[config.mk]
export PLATFORM = sky130hd
export DESIGN_NAME = sync_fifo
export DESIGN_NICKNAME = d
export VERILOG_FILES = /design/src/rtl/sync_fifo.sv
export SDC_FILE = /design/constraint.sdc
export NUM_CORES = 1
export LEC_CHECK = 0
export ABC_AREA = 1
export BUFFER_PORTS_ARGS = -buffer_cell sky130_fd_sc_hd__buf_2
export CAP_MARGIN = 20
export CORE_MARGIN = 2
export CORE_UTILIZATION = 61
export DETAILED_ROUTE_END_ITERATION = 6
export GPL_TIMING_DRIVEN = 0
export HOLD_SLACK_MARGIN = 0.02
export PLACE_DENSITY_LB_ADDON = 0.15
export SYNTH_ARGS = -nofsm -noshare
export SYNTH_HDL_FRONTEND = slang
export SYNTH_SLANG_ARGS = --single-unit
[constraint.sdc]
create_clock -name clk -period 3.05 [get_ports clk]
set_input_delay 0.61 -clock clk [delete_from_list [all_inputs] [get_ports clk]]
set_output_delay 0.61 -clock clk [all_outputs]
set_load 0.01 [all_outputs]
[src/rtl/sync_fifo.sv]
// rtl/sync_fifo.sv - single-clock FIFO with registered read data and fill-level status
// Define FIFO_ERR_FLAGS_EN to build the sticky overflow/underflow flag registers.
module sync_fifo #(
  parameter int DATA_WIDTH    = 8,
  parameter int DEPTH         = 16,
  parameter int PTR_WIDTH     = 4,
  parameter int AFULL_THRESH  = 12,
  parameter int AEMPTY_THRESH = 4
) (
  input  logic                  clk,
  input  logic                  rst,
  input  logic                  w_en,
  input  logic [DATA_WIDTH-1:0] data_in,
  input  logic                  r_en,
  output logic [DATA_WIDTH-1:0] data_out,
  output logic                  full,
  output logic                  empty,
  output logic                  almost_full,
  output logic                  almost_empty,
  output logic [PTR_WIDTH:0]    count,
  output logic                  overflow,
  output logic                  underflow
);

  localparam logic [PTR_WIDTH:0] ONE       = {{PTR_WIDTH{1'b0}}, 1'b1};
  localparam logic [PTR_WIDTH:0] AF_LEVEL  = AFULL_THRESH[PTR_WIDTH:0];
  localparam logic [PTR_WIDTH:0] AE_LEVEL  = AEMPTY_THRESH[PTR_WIDTH:0];

  logic [DATA_WIDTH-1:0] mem [DEPTH];
  logic [PTR_WIDTH:0]    wptr;
  logic [PTR_WIDTH:0]    rptr;
  logic                  wr_ok;
  logic                  rd_ok;

  // The pointer MSB is the lap bit: equal lows with differing laps means full.
  assign empty        = (wptr == rptr);
  assign full         = (wptr[PTR_WIDTH] != rptr[PTR_WIDTH]) &&
                        (wptr[PTR_WIDTH-1:0] == rptr[PTR_WIDTH-1:0]);
  assign almost_full  = (count >= AF_LEVEL);
  assign almost_empty = (count <= AE_LEVEL);

  assign wr_ok = w_en && !full;
  assign rd_ok = r_en && !empty;

  // Storage is deliberately left out of reset.
  always_ff @(posedge clk) begin
    if (!rst && wr_ok) begin
      mem[wptr[PTR_WIDTH-1:0]] <= data_in;
    end
  end

  always_ff @(posedge clk) begin
    if (rst) begin
      wptr     <= '0;
      rptr     <= '0;
      count    <= '0;
      data_out <= '0;
    end else begin
      if (wr_ok) begin
        wptr <= wptr + ONE;
      end
      if (rd_ok) begin
        rptr     <= rptr + ONE;
        data_out <= mem[rptr[PTR_WIDTH-1:0]];
      end
      case ({wr_ok, rd_ok})
        2'b10:   count <= count + ONE;
        2'b01:   count <= count - ONE;
        default: count <= count;
      endcase
    end
  end

`ifdef FIFO_ERR_FLAGS_EN
  always_ff @(posedge clk) begin
    if (rst) begin
      overflow  <= 1'b0;
      underflow <= 1'b0;
    end else begin
      if (w_en && full) begin
        overflow <= 1'b1;
      end
      if (r_en && empty) begin
        underflow <= 1'b1;
      end
    end
  end
`else
  assign overflow  = 1'b0;
  assign underflow = 1'b0;
`endif

endmodule

* Word-level counts from Yosys, hierarchy flattened
Memories as Yosys holds them, arrays and structs flattened. A register that Yosys moved wholly into a read port is not among the register bits. Index checks and enable logic that the tools add are counted.
Storage, ports and cells: memory bits (writable) 128, input bits 12, memories 1, register bits 15, output and inout port bits 19, logic and storage cells 26
Memories:
- mem | depth 16, bits a word 8, read ports 1, clocked after Yosys merged registers in 1, wr ports 1, line 29 | logic [DATA_WIDTH-1:0] mem [DEPTH];
Cells by class: magnitude comparators 2, reductions and logical operators 8, equality and inequality tests 5, mux-type cells 3, add/sub/neg operators 4
Operator list (number):
- 5-bit by 1-bit adder with 5-bit output, second input constant | 3
- 5-bit one-hot mux with 2 select lines | 1
- 5-bit equality test | 1
- 5-bit by 4-bit greater-or-equal comparator with 1-bit output, second input constant | 1
- 5-bit by 3-bit less-or-equal comparator with 1-bit output, second input constant | 1
- 5-bit by 1-bit subtractor with 5-bit output, second input constant | 1
- 4-bit equality test | 1
- 1-bit logical AND | 4
- 1-bit logical NOT | 3
- 2-bit by 1-bit equality test with 1-bit output, second input constant | 1
- 2-bit equality test, second input constant | 1
- 1-bit two-way mux | 2
- 2-bit nonzero test | 1
- 1-bit != test | 1

* Longest topological paths before layout
Gate-level depths: netlist of run 1.
word-level depth 7, mapped depth 16, depth with buffers taken out 15

* Worst setup path before layout of run 1
Ideal clock, no wire load.
path type reg-to-reg, start reg rptr[0], end reg count[4], arrival time 2.297 ns, buffers on the path 1, clock period less this slack 2.367 ns, data required time 2.980 ns, library setup time 0.070 ns, path slack 0.683 ns, stages on the path, launching flop included 17, path through dfxtp_1 -> inv_2 -> buf_2 -> nand2_2 -> nand2_2 -> nor2_4 -> nand3_2 -> nand2_2 -> inv_1 -> ha_1 -> fa_1 -> nand2_1 -> nand2_1 -> a21oi_1 -> xor2_1 -> nand2_1 -> a21oi_1
Between the ends: elaborated cells on any way between the ends 11, those cells by class 4 x eq/ne; 1 x mux; 6 x reduce/logical
RTL lines:
- from (decl) | line 31 | logic [PTR_WIDTH:0] rptr;
- from (signal assigned) | line 63 | rptr <= rptr + ONE;
- 5-bit equality test * | line 36 | assign empty = (wptr == rptr);
- 1-bit logical NOT * | line 43 | assign rd_ok = r_en && !empty;
- 1-bit logical AND * | line 43
- named net rd_ok | line 33 | logic rd_ok;
- 2-bit by 1-bit equality test with 1-bit output / 2-bit equality test (equally long branches) | line 66 | case ({wr_ok, rd_ok})
- 5-bit one-hot mux with 2 select lines / 2-bit nonzero test (equally long branches)
- to (signal assigned) | line 67 | 2'b10: count <= count + ONE;
- to (signal assigned) | line 68 | 2'b01: count <= count - ONE;
- to (signal assigned) | line 69 | default: count <= count;
- to (decl) | line 20 | output logic [PTR_WIDTH:0] count,
Mark *: on every way through the listed nets, which the timed path passes. The rest lies on a longest branch. A chain may end at the register's enable or synchronous reset.

* Worst setup path after layout of run 1
start reg rptr[1], end reg count[4]
The elaborated chain is that of the path after synthesis.

==> out/results.ini, run 1 <==
[status]
status=complete, no violations

[critical_path]
criticalPathCategory=reg -> reg
cp.required_ps=3520
path_buf_inv=3
critPathLaunchType=flop
cpMostUsedCell=nand2_1
cp-end-kind=flop
cp_max_fo=9
critical_path.top_delay_family=simple AND/OR/NAND/NOR gates
crit_arrival_ps=3210
crit_slowest_cell=fa_1
critPathMaxStageDelay_ps=420
path_cells=clkbuf_4, inv_2, nand2_1, nand2_1, nor2_4, nand3_2, nand2_2, inv_1, ha_1, fa_1, nand2_1, nand2_1, a21oi_1, xor2_1, nand2_1, a21oi_1

[global_routing]
grt_pass1_vias=4450
antenna_found_initial=0
grt_max_degree=17
grt_use_met1_pct=36.0
grt.total_usage_pct=26.4
use_met2_pct=40.6
grt_pass1_wl_um=22600
use_met3_pct=6.40
grt.overflow.total=0
grt.busiest_layer=met2

[floorplanning]
ios=31
start_util_pct=62.3
die_x_um=109
rows=38
die_y_um=109
coreArea_um2=10800
die_area_um2=11900

[clock_tree]
clock_sinks=151
clk_latency_ps=530
cts_htree_levels=4
cts_tree=done
clockRootBuffer=clkbuf_8
hold_buffers=0
cts_buffers=17
path_clk_slew_ps=70
cts_max_path_buffers=2
post-cts-setup-buffer-count=0

[finish]
layout-drive-gt1-share_pct=11.4
final_common_cell=nand2_1
layout_common_cells=nand2_1, edfxtp_1, nor2_1, inv_1, nand3_1
area_growth_pct=14.0
num_antenna_cells=0
nets=763
utilization_pct=71.0
final_cells=894
fin_area_um2=7670

[timing]
slew_viol_final=0
min_period_over_period_pct=89.9
fin_setup_tns_ps=0
slew_headroom_pct=46.9
hold_violations=0
period_minus_slack_ps=2740
setup_violations=0
max_freq_mhz=365
rsz0062_at_grt=no
fin_hold_ws_ps=387
setup_slack_ps=307
tightest_slew_ps=794
skew_ps=10.8

[route]
firstDrtPassIters=5
num_vias=4773
drt-wirelength-per-cell_um=16.3
drc=0
ant_nets=0
vias_per_cell=5.34
drtIter0Drc=476
wl_um=14500

[logic_synthesis]
synth-seq-cells=151
synthTopCellsByArea=edfxtp_1, nand2_1, dfxtp_1
yosysWarnings=0
synth_cell_types=27
seq_area_frac_synth_pct=64.0
synthCells=694
syn_area_um2=6730
avgSynthCellArea_um2=9.69
synth_top_area_share_pct=57.1
yosys.area.top_type=edfxtp_1

[placed_design]
hpwlAfterDp_um=9700
place_area_um2=7040
globalplace.congestion=0.912
place_inst=862
io_buffers=27
dp_worst_setup_slack_ps=250

[power_and_ir_drop]
total_power_mw=5.23
seqPwrFrac_pct=44.6
power.density_nw_per_um2=682
pwr-share-clk_pct=41.7
vdd_ir_drop_max_uv=583
power.internal_mw=3.94
leakage_nw=3.29
combPwrFrac_pct=13.7
p_sw_mw=1.30
swShare_pct=24.8

[hold_path]
hp-class=in -> reg

[job]
drv_cap=0

## final cells by class
type | count | area, um2
plain buffers | 31 | 156
clock buffers | 23 | 477
clock inverters | 9 | 145
fillers | 800 | 3130
inverters | 101 | 379
multi-input cells | 412 | 1890
flip-flops and latches | 151 | 4310
well taps | 140 | 175
repair buffers | 27 | 135
## state kept, by name, indices dropped and copies added, names as in the netlist
register	count
data_out	8
mem	128
count	5
rptr	5
wptr	5
## cells in the mapped netlist, drive strengths merged
master	n
inv	100
nand3	69
buf	19
nor3	1
conb	1
o21ai	40
clkinv	1
xor2	8
xnor2	4
a21oi	18
fa	1
nand2	154
ha	9
dfxtp	23
edfxtp	128
nor2	105
nand3b	1
clkbuf	12
## worst register-to-register path, cell delays in order (launching register included)
cell and delay (ps):
dfxtp_1 340, clkbuf_4 240, inv_2 100, nand2_1 70
nand2_1 80, nor2_4 140, nand3_2 140, nand2_2 160
inv_1 90, ha_1 270, fa_1 420, nand2_1 90
nand2_1 50, a21oi_1 160, xor2_1 160, nand2_1 60
a21oi_1 110
## power by group through the flow
stage	Clock (mW)	Combinational, mW	Sequential (mW)
final	2.18	0.716	2.33
after global placement	0	0.693	2.37
after global routing	2.27	0.807	2.34
after detailed placement	0	0.706	2.38
after floorplan	0	0.460	2.38
after CTS	2.20	0.714	2.33
## cells by family (layout without fill, tap and decap cells)
family | count (synthesis) | after routing | share of synthesized area, %
fa+ha+maj | 10 | 10 | 1.97
flops | 151 | 151 | 64.0
buf+inv | 132 | 191 | 7.92
simple gates | 330 | 330 | 20.2
compound gates | 58 | 58 | 4.31
xor+xnor | 12 | 12 | 1.56
other cells | 1 | 2 | 0.0557
## worst paths after layout
kind,endpoint,depth (start not counted),from,slack [ps]
max,count[4],16,rptr[1],310
min,wptr[3],3,w_en,390
max reg2reg,count[4],16,rptr[1],310
min reg2reg,rptr[4],2,rptr[4],510
## layer usage
| layer | wire [um] | vias up |
|---|---|---|
| met2 | 6650 | 214 |
| met3 | 1320 | 28 |
| met1 | 6210 | 2205 |
| met4 | 362 | 0 |
| met5 | 0 | - |
| li1 | - | 2326 |
## what timing repair did
action	CTS	global route
gates resized for setup	0	2
setup endpoints to repair	0	1
endpoints found under the hold margin	0	0
Note: power is estimated with default switching activity, not from simulation.
==> run 2, diff against run 1 <==
--- a/config.mk
+++ b/config.mk
@@ -9,7 +9,7 @@
 export BUFFER_PORTS_ARGS = -buffer_cell sky130_fd_sc_hd__buf_2
 export CAP_MARGIN = 20
 export CORE_MARGIN = 2
-export CORE_UTILIZATION = 61
+export CORE_UTILIZATION = 45
 export DETAILED_ROUTE_END_ITERATION = 6
 export GPL_TIMING_DRIVEN = 0
 export HOLD_SLACK_MARGIN = 0.02
==> constraint.sdc (replaced) <==
create_clock -name clk -period 2.7 [get_ports clk]
set_input_delay 0.54 -clock clk [delete_from_list [all_inputs] [get_ports clk]]
set_output_delay 0.54 -clock clk [all_outputs]
set_load 0.01 [all_outputs]
==> out/results.ini, run 2 (synthesized netlist as in run 1, its figures left out) <==
[route]
drt-wirelength-per-cell_um=16.4  ; was 16.3 um
vias_per_cell=5.01  ; was 5.34
wl_um=15400  ; was 14,500 um
drc=0  ; unchanged
num_vias=4695  ; was 4,773
firstDrtPassIters=4  ; was 5
ant_nets=0  ; unchanged
drtIter0Drc=354  ; was 476

[critical_path]
criticalPathCategory=reg -> reg  ; unchanged
critPathLaunchType=flop  ; unchanged
cp_max_fo=12  ; was 9
crit_arrival_ps=2540  ; was 3210 ps
cp.required_ps=2750  ; was 3520 ps
cp-end-kind=flop  ; unchanged
rr_worst_depth=9  ; was 16

[placed_design]
io_buffers=27  ; unchanged
place_area_um2=7100  ; was 7040 um2
globalplace.congestion=0.923  ; was 0.912
hpwlAfterDp_um=10400  ; was 9700 um

[timing]
hold_violations=0  ; unchanged
setup_violations=0  ; unchanged
tightest_slew_ps=824  ; was 794 ps
skew_ps=7.79  ; was 10.8 ps
period_minus_slack_ps=2490  ; was 2740 ps
slew_viol_final=0  ; unchanged
min_period_over_period_pct=92.3  ; was 89.9%
slew_headroom_pct=44.9  ; was 46.9%
rsz0062_at_grt=no  ; unchanged
fin_setup_tns_ps=0  ; unchanged
fin_hold_ws_ps=419  ; was 387 ps
max_freq_mhz=401  ; was 365 MHz

[finish]
fin_area_um2=7760  ; was 7670 um2
largest_register_ffs=128  ; unchanged
nets=764  ; was 763
layout-drive-gt1-share_pct=12.0  ; was 11.4%
fillers=1292  ; was 800
utilization_pct=53.2  ; was 71.0%
layout_common_cells=nand2_1, edfxtp_1, nor2_1, inv_1, nand3_1  ; unchanged
register_area_um2=4310  ; about the same
area_growth_pct=15.4  ; was 14.0%
multi_input_area_um2=1920  ; was 1890 um2
final_common_cell=nand2_1  ; unchanged
num_antenna_cells=0  ; unchanged

[status]
status=complete, no violations  ; unchanged

[clock_tree]
clk_latency_ps=430  ; was 530 ps
clock_sinks=151  ; unchanged
cts_max_path_buffers=2  ; unchanged
cts_htree_levels=4  ; unchanged
path_clk_slew_ps=60  ; was 70 ps
cts_tree=done  ; unchanged
cts_buffers=17  ; unchanged
clockRootBuffer=clkbuf_16  ; was clkbuf_8

[global_routing]
grt_max_degree=17  ; unchanged
use_met3_pct=5.44  ; was 6.40%
use_met2_pct=34.3  ; was 40.6%
grt.busiest_layer=met2  ; unchanged
grt.total_usage_pct=20.9  ; was 26.4%
grt.overflow.total=0  ; unchanged
grt_pass1_wl_um=24800  ; was 22,600 um
grt_use_met1_pct=26.8  ; was 36.0%
antenna_found_initial=0  ; unchanged
grt_pass1_vias=4610  ; was 4,450

[floorplanning]
start_util_pct=46.1  ; was 62.3%
die_x_um=126  ; was 109 um
die_y_um=126  ; was 109 um
rows=44  ; was 38
ios=31  ; unchanged
die_area_um2=15900  ; was 11,900 um2
coreArea_um2=14600  ; was 10,800 um2

[hold_path]
hold_path_depth=3  ; unchanged
hp-class=in -> reg  ; unchanged

[power_and_ir_drop]
power.density_nw_per_um2=770  ; was 682 nW/um2
total_power_mw=5.98  ; was 5.23 mW
leakage_nw=3.29  ; about the same
vdd_ir_drop_max_uv=490  ; was 583 uV

[job]
drv_cap=0  ; unchanged

run 2: changes by cell type in the layout (fill, tap and decap cells not counted), moves of 2 or more:
cell	delta
clkbuf_8	-5
clkinv_1	+3
dfxtp_1	-3
buf_2	-2
buf_4	+2
clkinv_2	-2
dfxtp_2	+2
run 2: metal layers:
metal  wire length, um  part of all wire, %
met1              6730                   44
met2              7300                   47
met3              1030                  6.7
met4               318                  2.1
met5                 0                    0
run 2: area by class of cell:
class	instances	area share, %
Sequential cell	151	55.5
Tap cell	184	2.96
Multi-Input combinational cell	412	24.8
Timing Repair Buffer	29	1.93
Inverter	101	4.88
Clock inverter	12	2.37
Clock buffer	18	5.53
Buffer	30	2.03
run 2: final timing paths:
kind                                   to  slack (ps)  startpoint
worst min-delay path              wptr[3]         420        w_en
worst min register to register    rptr[3]         510     rptr[3]
worst max-delay path            mem[7][7]         210     rptr[0]
worst max register to register  mem[7][7]         210     rptr[0]
run 2: critical path: stages, from the launching register on:
cell      delay [ps]
dfxtp_4          380
inv_2            230
nand2_2           80
nand2_2           80
nor2_4            50
nand3b_2         120
nand2_2          160
inv_2            100
nand3_1          210
nor2_1           700
run 2: where the power goes:
group | internal, mW | switching (mW) | leakage (nW)
Sequential | 2.59 | 0.0517 | 1.34
Clock | 1.61 | 0.898 | 0.298
Combinational | 0.280 | 0.554 | 1.65
Total | 4.48 | 1.50 | 3.29
run 2: stage by stage:
| step | setup WS [ps] | cells |
|---|---|---|
| after detailed placement | -150 | 906 |
| after global routing | 6.25 | 937 |
| after CTS | 33.2 | 936 |
| after floorplan | 333 | 695 |
| after global placement | -131 | 906 |
| final | 208 | 937 |
run 2: what timing repair did:
item	CTS	global route
hold buffers	0	0
pin swaps	0	1
buffers inserted	0	2
endpoints found under the setup margin	2	71
gates resized for setup	4	11
==> run 3, diff against run 2 <==
--- a/config.mk
+++ b/config.mk
@@ -8,6 +8,7 @@
 export ABC_AREA = 1
 export BUFFER_PORTS_ARGS = -buffer_cell sky130_fd_sc_hd__buf_2
 export CAP_MARGIN = 20
+export CORE_ASPECT_RATIO = 0.75
 export CORE_MARGIN = 2
 export CORE_UTILIZATION = 45
 export DETAILED_ROUTE_END_ITERATION = 6
==> out/results.ini, run 3 (synthesized netlist as in run 1, its figures left out) <==
[finish]
fillers=1335  ; was 1,292
area_growth_pct=15.0  ; was 15.4%
utilization_pct=53.2  ; about the same
layout_common_cells=nand2_1, edfxtp_1, nor2_1, inv_1, nand3_1  ; unchanged
nets=763  ; was 764
final_common_cell=nand2_1  ; unchanged
largest_register_ffs=128  ; unchanged
layout-drive-gt1-share_pct=12.6  ; was 12.0%
num_antenna_cells=0  ; unchanged

[clock_tree]
post-cts-setup-buffer-count=0  ; unchanged
path_clk_slew_ps=60  ; about the same
cts_buffers=17  ; unchanged
clock_sinks=151  ; unchanged
clockRootBuffer=clkbuf_16  ; unchanged
cts_tree=done  ; unchanged
cts_htree_levels=4  ; unchanged
clk_latency_ps=430  ; about the same
cts_max_path_buffers=2  ; unchanged

[timing]
slew_viol_final=0  ; unchanged
period_minus_slack_ps=2570  ; was 2490 ps
fin_hold_ws_ps=427  ; was 419 ps
tightest_slew_ps=810  ; was 824 ps
min_period_over_period_pct=95.2  ; was 92.3%
hold_violations=0  ; unchanged
max_freq_mhz=389  ; was 401 MHz
slew_headroom_pct=45.8  ; was 44.9%
setup_violations=0  ; unchanged
rsz0062_at_grt=no  ; unchanged
skew_ps=5.80  ; was 7.79 ps

[power_and_ir_drop]
combPwrFrac_pct=14.7  ; was 13.9%
seqPwrFrac_pct=45.6  ; was 44.1%
p_sw_mw=1.53  ; was 1.50 mW
power.internal_mw=4.26  ; was 4.48 mW
swShare_pct=26.4  ; was 25.1%
total_power_mw=5.79  ; was 5.98 mW
pwr-share-clk_pct=39.7  ; was 41.9%
leakage_nw=3.27  ; was 3.29 nW
vdd_ir_drop_max_uv=536  ; was 490 uV
power.density_nw_per_um2=748  ; was 770 nW/um2

[global_routing]
grt_pass1_wl_um=24700  ; was 24,800 um
antenna_found_initial=0  ; unchanged
grt_pass1_vias=4584  ; was 4,610
grt_max_degree=17  ; unchanged
grt.total_usage_pct=21.2  ; was 20.9%
grt.overflow.total=0  ; unchanged

[critical_path]
criticalPathCategory=reg -> reg  ; unchanged
path_buf_inv=3  ; was 2
cp_max_fo=10  ; was 12
crit_arrival_ps=2630  ; was 2540 ps
path_cells=inv_2, buf_2, nand2_2, nand2_2, nor2_4, nand3b_2, nand2_4, inv_2, nand3_1, nor2_1  ; was inv_2, nand2_2, nand2_2, nor2_4, nand3b_2, nand2_2, inv_2, nand3_1, nor2_1
crit_slowest_cell=nor2_1  ; unchanged
critPathLaunchType=flop  ; unchanged
critPathMaxStageDelay_ps=680  ; was 700 ps
critical_path.top_delay_family=simple AND/OR/NAND/NOR gates  ; unchanged
cp-end-kind=flop  ; unchanged
cp.required_ps=2760  ; was 2750 ps

[floorplanning]
die_area_um2=16000  ; was 15,900 um2
start_util_pct=46.2  ; was 46.1%
rows=38  ; was 44
die_y_um=110  ; was 126 um
coreArea_um2=14500  ; was 14,600 um2
ios=31  ; unchanged
die_x_um=145  ; was 126 um

[route]
drt-wirelength-per-cell_um=16.8  ; was 16.4 um
drtIter0Drc=341  ; was 354
num_vias=4757  ; was 4,695
drc=0  ; unchanged
ant_nets=0  ; unchanged
wl_um=16000  ; was 15,400 um
firstDrtPassIters=5  ; was 4
vias_per_cell=4.99  ; was 5.01

[status]
status=complete, no violations  ; unchanged

[placed_design]
io_buffers=27  ; unchanged
globalplace.congestion=0.860  ; was 0.923
hpwlAfterDp_um=11000  ; was 10,400 um

[job]
drv_cap=0  ; unchanged

[hold_path]
hp-class=in -> reg  ; unchanged

-- run 3: cell count changes in the layout (fill, tap and decap cells not counted), sizes merged --
cell and change:
bufinv -3, clkbuf +3, clkinv +1
-- run 3: path summary, 6_finish.rpt --
path	slack (ps)	endpoint	start	depth (start not counted)
setup / recovery	130	mem[15][4]	rptr[0]	10
hold / removal	430	rptr[2]	r_en	3
setup reg to reg	130	mem[15][4]	rptr[0]	10
hold reg to reg	490	rptr[3]	rptr[3]	2
-- run 3: area by class of cell --
class / count / area (um2) / share of cell area [%]
Buffer: 31 / 160 / 2.07
Timing Repair Buffer: 27 / 135 / 1.75
Inverter: 101 / 379 / 4.90
Tap cell: 200 / 250 / 3.23
Sequential cell: 151 / 4310 / 55.7
Multi-Input combinational cell: 412 / 1940 / 25.0
Clock inverter: 10 / 103 / 1.33
Clock buffer: 22 / 464 / 6.00
-- run 3: metrics by stage --
step / TNS [ps] / area, um2 / worst slack [ps] / std cells
2_1_floorplan: 0 / 6730 / 333 / 695
3_3_place_gp: -50.1 / 7120 / -50.1 / 922
3_5_place_dp: -167 / 7120 / -152 / 922
4_1_cts: 0 / 7690 / 5.87 / 954
5_1_grt: 0 / 7740 / 6.84 / 954
6_report: 0 / 7740 / 129 / 954
-- run 3: worst reg2reg max path, cell delays in order, from the launching register on --
cell and delay (ps):
dfxtp_4 370, inv_2 60, buf_2 260, nand2_2 80, nand2_2 90, nor2_4 50, nand3b_2 150, nand2_4 120
inv_2 90, nand3_1 250, nor2_1 680
-- run 3: timing repair --
action	CTS	global route
endpoints found under the hold margin	0	0
setup endpoints to repair	2	78
resized for setup	5	13
pin swaps	0	0
hold buffers	0	0
-- run 3: power groups by stage --
stage	combinational (mW)	sequential, mW	clock (mW)
2_1_floorplan	0.520	2.69	0
3_3_place_gp	0.813	2.69	0
3_5_place_dp	0.832	2.69	0
4_1_cts	0.838	2.64	2.32
5_1_grt	0.953	2.65	2.41
6_report	0.850	2.64	2.30
-- run 3: routing by layer --
metal | global-route usage (%) | part of all wire [%] | vias to the layer above
met5 | 0 | 0 | -
met4 | 10.8 | 2.7 | 0
met3 | 3.82 | 5.2 | 33
met2 | 34.3 | 46 | 140
met1 | 27.9 | 46 | 2253
li1 | - | - | 2331
